### config.mk
export PLATFORM = sky130hd
export DESIGN_NAME = arr_collect
export DESIGN_NICKNAME = d
export VERILOG_FILES = /design/src/rtl/arr_collect_pkg.sv /design/src/rtl/arr_collect_buf.sv /design/src/rtl/arr_collect.sv
export SDC_FILE = /design/constraint.sdc
export NUM_CORES = 1
export LEC_CHECK = 0
export ABC_AREA = 1
export BUFFER_PORTS_ARGS = -buffer_cell sky130_fd_sc_hd__buf_4
export CAP_MARGIN = 15
export CORE_MARGIN = 5
export CORE_UTILIZATION = 52
export DETAILED_ROUTE_END_ITERATION = 8
export GPL_TIMING_DRIVEN = 1
export PLACE_DENSITY_LB_ADDON = 0.15
export SLEW_MARGIN = 20
export SYNTH_ARGS = -nofsm -noshare
export SYNTH_HDL_FRONTEND = slang
export SYNTH_SLANG_ARGS = --single-unit
### constraint.sdc
create_clock -name clk -period 1.7 [get_ports clk]
set_clock_uncertainty 0.15 [all_clocks]
set_input_delay 0.085 -clock clk [delete_from_list [all_inputs] [get_ports clk]]
set_output_delay 0.085 -clock clk [all_outputs]
set_load 0.03 [all_outputs]
### src/rtl/arr_collect_pkg.sv
// Shared definitions for the indexed-array reader and the array register it drains.
package arr_collect_pkg;

   localparam int ARR_DEPTH = 4;
   localparam int ARR_DW    = 32;

   typedef enum logic [2:0] {
      ST_IDLE   = 3'd0,
      ST_REWIND = 3'd1,
      ST_ISSUE  = 3'd2,
      ST_DRAIN  = 3'd3,
      ST_HOLD   = 3'd4
   } state_t;

endpackage

### src/rtl/arr_collect_buf.sv
// Capture buffer: N_WORDS x DW words with indexed write and clear, presented as one packed word.
module arr_collect_buf
   import arr_collect_pkg::*;
#(
   parameter int N_WORDS = ARR_DEPTH,
   parameter int DW      = ARR_DW,
   parameter int CW      = 3
) (
   input  logic                   clk,
   input  logic                   rst_n,
   input  logic                   clr,
   input  logic                   wr,
   input  logic [CW-1:0]          idx,
   input  logic [DW-1:0]          din,
   output logic [N_WORDS*DW-1:0]  words
);

   always_ff @(posedge clk or negedge rst_n) begin
      if (!rst_n) begin
         words <= '0;
      end else if (clr) begin
         words <= '0;
      end else if (wr) begin
         for (int i = 0; i < N_WORDS; i++) begin
            if (idx == CW'(i)) words[i*DW +: DW] <= din;
         end
      end
   end

endmodule

### src/rtl/arr_collect.sv
// Reads a full indexed-array register (rewind, emit strobes, registered capture) and
// holds the packed result under a valid/ack handshake.
module arr_collect
   import arr_collect_pkg::*;
#(
   parameter int N_WORDS = ARR_DEPTH,
   parameter int DW      = ARR_DW,
   parameter int CW      = 3
) (
   input  logic                   clk,
   input  logic                   rst_n,
   input  logic                   start,
   input  logic                   stall,
   output logic                   src_rst,
   output logic                   emit,
   input  logic [DW-1:0]          src_data,
   input  logic                   src_ready,
   output logic [N_WORDS*DW-1:0]  words,
   output logic                   out_valid,
   input  logic                   out_ack,
   output logic                   busy,
   output logic                   err_short
);

   localparam logic [CW-1:0] LAST = CW'(N_WORDS - 1);

   state_t         state;
   state_t         state_nx;
   logic [CW-1:0]  iss;
   logic [CW-1:0]  cap;
   logic           emit_q;
   logic           clr;
   logic           capture;

   always_ff @(posedge clk or negedge rst_n) begin
      if (!rst_n) state <= ST_IDLE;
      else        state <= state_nx;
   end

   // DRAIN leaves on the final capture itself so out_valid follows it with no idle cycle.
   always_comb begin
      state_nx = state;
      case (state)
         ST_IDLE:   if (start) state_nx = ST_REWIND;
         ST_REWIND: state_nx = ST_ISSUE;
         ST_ISSUE:  if (!stall && iss == LAST) state_nx = ST_DRAIN;
         ST_DRAIN:  if (emit_q && cap == LAST) state_nx = ST_HOLD;
         ST_HOLD:   if (out_ack) state_nx = ST_IDLE;
         default:   state_nx = ST_IDLE;
      endcase
   end

   always_comb begin
      emit      = 1'b0;
      src_rst   = 1'b0;
      out_valid = 1'b0;
      busy      = 1'b1;
      case (state)
         ST_IDLE:   busy = 1'b0;
         ST_REWIND: src_rst = 1'b1;
         ST_ISSUE:  emit = !stall;
         ST_HOLD:   out_valid = 1'b1;
         default:   ;
      endcase
   end

   assign clr     = (state == ST_IDLE) && start;
   assign capture = emit_q && (state == ST_ISSUE || state == ST_DRAIN);

   always_ff @(posedge clk or negedge rst_n) begin
      if (!rst_n) begin
         iss       <= '0;
         cap       <= '0;
         emit_q    <= 1'b0;
         err_short <= 1'b0;
      end else begin
         emit_q <= emit;
         if (clr) begin
            iss       <= '0;
            cap       <= '0;
            err_short <= 1'b0;
         end else begin
            if (emit) iss <= iss + 1'b1;
            if (capture) begin
               cap <= cap + 1'b1;
               if (!src_ready) err_short <= 1'b1;
            end
         end
      end
   end

   // A word the source failed to deliver is recorded as zero.
   arr_collect_buf #(.N_WORDS(N_WORDS), .DW(DW), .CW(CW)) u_buf (
      .clk   (clk),
      .rst_n (rst_n),
      .clr   (clr),
      .wr    (capture),
      .idx   (cap),
      .din   (src_ready ? src_data : '0),
      .words (words)
   );

endmodule

=== After elaboration in Yosys (flattened, before gate mapping) ===
Index checks and enable logic that the tools add are counted.
Widths: inputs -> output; s select.

* Add/subtract/negate cells: 2
* Equality and inequality tests: 13
* Mux-type cells: 23
* Reduce and logical (&&, ||, !) cells: 20

{| class="wikitable"
|+ Operator list
! cell !! count
|-
| $mux 128 || 2
|-
| $mux 32 || 5
|-
| $mux 3 || 8
|-
| $eq 3x2->1 const B || 5
|-
| $pmux 3 s5 || 1
|-
| $reduce_bool 2->1 || 6
|-
| $reduce_and 2->1 || 5
|-
| $ne 2x2->1 const B || 4
|-
| $mux 1 || 7
|-
| $add 3x1->3 const B || 2
|-
| $eq 3x1->1 const B || 2
|-
| $logic_not 3->1 || 2
|-
| $logic_and 1x1->1 || 4
|-
| $reduce_and 4->1 || 1
|-
| $eq 3x3->1 const B || 1
|-
| $ne 2x1->1 const B || 1
|-
| $logic_not 1->1 || 1
|-
| $logic_or 1x1->1 || 1
|}

* Flip-flop bits (word level): 139

=== Depth between registers and ports, before layout ===
* Depth after elaboration: 5
* Depth in mapped cells: 9
* Depth with buffers taken out: 8

=== Hierarchy ===
Synthesis repeated with hierarchy kept, for this count alone.

* Cell total of the unflattened synthesis: 780
* Area total of the unflattened synthesis: 6357.3 sq um

{| class="wikitable"
|+ Modules (own cells, without submodules)
! module !! times used !! cells each !! area each (sq um)
|-
| arr_collect_buf || 1 || 642 || 5501.5
|-
| arr_collect || 1 || 138 || 855.8
|}

=== Worst setup path after synthesis ===
Ideal clock, no wire load.

* Path type: flip-flop to flip-flop
* Start point: register cap[0]
* End point: register u_buf.words[98]
* Setup time: 0.066 ns
* Arrival: 1.265 ns
* Setup slack: 0.219 ns
* Cell stages (with the launch flop): 9
* Period minus slack after synthesis: 1.481 ns
* Cell sequence: dfrtp_1 ha_1 ha_1 inv_1 nor2_4 inv_2 buf_2 nand3_1 nand2_1

* Word-level cells in the longest chain between the ends: 3

{| class="wikitable"
|+ Ends and longest elaborated chain
! element !! line !! source
|-
| from (decl) || arr_collect.sv:30 || <nowiki>logic [CW-1:0] cap;</nowiki>
|-
| from (signal assigned) || arr_collect.sv:85 || <nowiki>cap <= cap + 1'b1;</nowiki>
|-
| $eq 3x2->1 || arr_collect_buf.sv:25 || <nowiki>if (idx == CW'(i)) words[i*DW +: DW] <= din;</nowiki>
|-
| $reduce_bool 2->1 (no line) || -- ||
|-
| $reduce_and 2->1 (no line) || -- ||
|-
| to (signal, indexed assignment) || arr_collect_buf.sv:25 ||
|-
| to (decl) || arr_collect_buf.sv:15 || <nowiki>output logic [N_WORDS*DW-1:0] words</nowiki>
|}

No other way between the ends.
A chain may end at the register's enable or synchronous reset.

=== Worst setup path in the final report ===
* Start point: register state[2]
* End point: register u_buf.words[3]

* Word-level cells in the longest chain between the ends: 5
* Elaborated cells on any way between the ends: 10
* Classes of those cells: 2 x eq/ne; 1 x mux; 7 x reduce/logical

{| class="wikitable"
|+ Ends and longest elaborated chain
! element !! line !! source
|-
| from (decl) || arr_collect.sv:27 || <nowiki>state_t state;</nowiki>
|-
| from (signal assigned) || arr_collect.sv:37 || <nowiki>else state <= state_nx;</nowiki>
|-
| $eq 3x2->1 || arr_collect.sv:68 || <nowiki>assign capture = emit_q && (state == ST_ISSUE || state == ST_DRAIN);</nowiki>
|-
| $logic_or 1x1->1 || arr_collect.sv:68 ||
|-
| $logic_and 1x1->1 || arr_collect.sv:68 ||
|-
| $reduce_bool 2->1 (no line) || -- ||
|-
| $reduce_and 2->1 (no line) || -- ||
|}

Several ways; a longest one is shown, not always the timed one.

==> metrics.txt <==
outcome finished, violations left; failing checks negative setup slack; number of iterations in the first detailed-routing pass 6; die width 117 um; CP max stage delay 0.40 ns; Synth Warn # 0; number of hold violations in the final report 0; Ports 171; Post-synth EDFFs 0; Cell Pwr Density 850 nW/um^2; clk buf depth 2; Die Footprint 13700 um^2; vias in the first global route 5591; slowest CP cell dfrtp_1; Hold WS 0.0292 ns; max-slew violation count 0; Synth-to-Final Area Change 53.3%; CTS Buf Count 17; max cap viols 0; Die H 117 um; r2r endpoint u_buf.words[3]$_DFFE_PN0P_; wire per inst 20.5 um; Period Utilization, post-route 105%; worst skew pair latency 0.41 ns; commonest non-fill, non-tap cell in the layout nand3_1; CP Class register to register; clock sink count 139; CP dominant cell by count buf_6; # setup viols final 62; drc violations 0; total wire length 21200 um; Post-Syn Instances 653; Yosys reg bits 139; Leak 0.00497 uW; PnR worst setup slack -0.0925 ns; maximum vdd drop 0.773 mV; Hold Path Class input pin to asynchronous set/reset pin; Rows 39; first-pass GRT wire length 29500 um; port buffer count 170; register clock-pin slew on the reported worst setup and hold paths 0.06 ns; 1st-iter DRT viols 680; routed via count 6060; Via density 5.86; launch point of the worst reg-to-reg path state[2]$_DFFE_PN0P_; Tightest Pin Transition 0.466 ns; CP max FO 8; Nets 922; sequential fraction of the synthesis area 58.3%; setup TNS -1.43 ns; initial core utilization 52.7%; Antenna Nets Post-Route 0; Synth async-reset ratio 100%; Synth Net Count 698; Detailed Place HPWL 11800 um; Slew headroom 69.0%; leading area contributor after synthesis dfrtp_1; H-tree levels 4; Worst R2R Setup Slack -0.09 ns; gr usage total 28.0%; Worst Reg-to-Reg Cells 9; Synth cell types 21; unrepaired setup endpoints after global routing true; average size of a mapped cell 9.14 um^2; Synth top area share 58.3%; Req. time, crit path 1.90 ns; synthesized cell area 5970 um^2; GR Overflow Total 0; Post-synth top flop dfrtp_1; Fmax 558 MHz; most frequent cells in the layout nand3_1 (231), buf_4 (186), nand2_1 (147); CTS Root Cell clkbuf_16; Critical Path Start Type register; cells along the critical path buf_6, inv_4, nand3_4, buf_6, nor2_4, buf_6, clkbuf_16, nand3_1, nand2_1; CTS tree yes; global placement routability congestion 0.808; Worst Path Arrival 1.99 ns; pin count of the biggest net entering global routing 67; core box area 11300 um^2; initial antenna violation count 1; share of cells above drive strength 1 33.9%; synth top area cells dfrtp_1 (58%), nand3_1 (22%), nand2_1 (9.5%); Tmin final 1.79 ns; Crit. End Element register
## state kept, by name, summed over array words and instances (netlist names)
signal / cells
err_short: 1
emit_q: 1
iss: 3
u_buf.words: 128
cap: 3
state: 3
## metal layers
layer	track usage, %	wire, um	up-vias
met5	0	0	-
met4	11.8	704	0
met3	7.30	1950	63
met2	45.5	10600	381
met1	35.8	7920	2951
li1	-	-	2665
## stage by stage
| stage | worst slack, ns | cell area, um^2 | instances | power, uW | utilization, % |
|---|---|---|---|---|---|
| floorplan | 0.219 | 5970 | 653 | 3430 | - |
| global placement | -0.0226 | 7420 | 936 | 3640 | 65.6 |
| detailed placement | -0.140 | 7420 | 936 | 3640 | 65.6 |
| CTS | -0.0509 | 8500 | 1007 | 7760 | 75.1 |
| global route | -0.157 | 9150 | 1034 | 7990 | 80.8 |
| finish | -0.0925 | 9150 | 1034 | 7770 | 80.8 |
## critical path: cells and delay by family, from the launching register on
family | cells | cell delay, ns
flip-flops | 1 | 0.40
buffers and inverters | 5 | 0.66
AND/OR/NAND/NOR | 4 | 0.50
## cells in the mapped netlist (4+ instances only)
master	n
buf_2	44
buf_4	7
dfrtp_1	139
ha_1	7
inv_1	10
inv_2	7
nand2_1	151
nand3_1	258
nand4_1	4
nor2_1	7
nor2_4	5
o21ai_0	5
## cell families (layout without fill, tap and decap cells)
family / Yosys count / count (layout) / share of synthesized area, %
AOI/OAI and AO/OA: 7 / 7 / 0.650
adders and majority gates: 7 / 7 / 1.47
buffers and inverters: 70 / 307 / 5.89
DFF: 139 / 139 / 58.3
other: 0 / 1 / 0
and+or+nand+nor: 430 / 430 / 33.7
## cell type report
cell class                      instances  area [um^2]
Clock inverter                         14          220
Antenna cell                            1         2.50
Multi-Input combinational cell        444         2330
Clock buffer                           18          439
Fill cell                             715         2170
Sequential cell                       139         3480
Tap cell                              143          179
Inverter                               17          104
Timing Repair Buffer                  258         2400
## repair_timing
item / 4_1_cts / 5_1_grt
resized for setup: 11 / 64
cloned: 0 / 11
endpoints found under the setup margin: 130 / 131
buffers inserted: 2 / 16
pin swaps: 2 / 26
endpoints found under the hold margin: 273 / 0
hold buffers: 37 / 0
## power breakdown
part	internal (uW)	leakage [uW]	switching [uW]
sequential	3310	0.00192	0.917
combinational	155	0.00274	222
clock	2650	0.000308	1440
## worst max path at each step
stage	startpoint	to	slack [ns]
after floorplan	cap[0]$_DFFE_PN0P_	u_buf.words[98]$_DFFE_PN0P_	0.22
after global placement	cap[0]$_DFFE_PN0P_	u_buf.words[101]$_DFFE_PN0P_	-0.02
after detailed placement	cap[0]$_DFFE_PN0P_	u_buf.words[122]$_DFFE_PN0P_	-0.14
after CTS	state[2]$_DFFE_PN0P_	emit	-0.05
after global routing	state[2]$_DFFE_PN0P_	u_buf.words[3]$_DFFE_PN0P_	-0.16
final	state[2]$_DFFE_PN0P_	u_buf.words[3]$_DFFE_PN0P_	-0.09
Note: power is estimated with default switching activity, not from simulation.
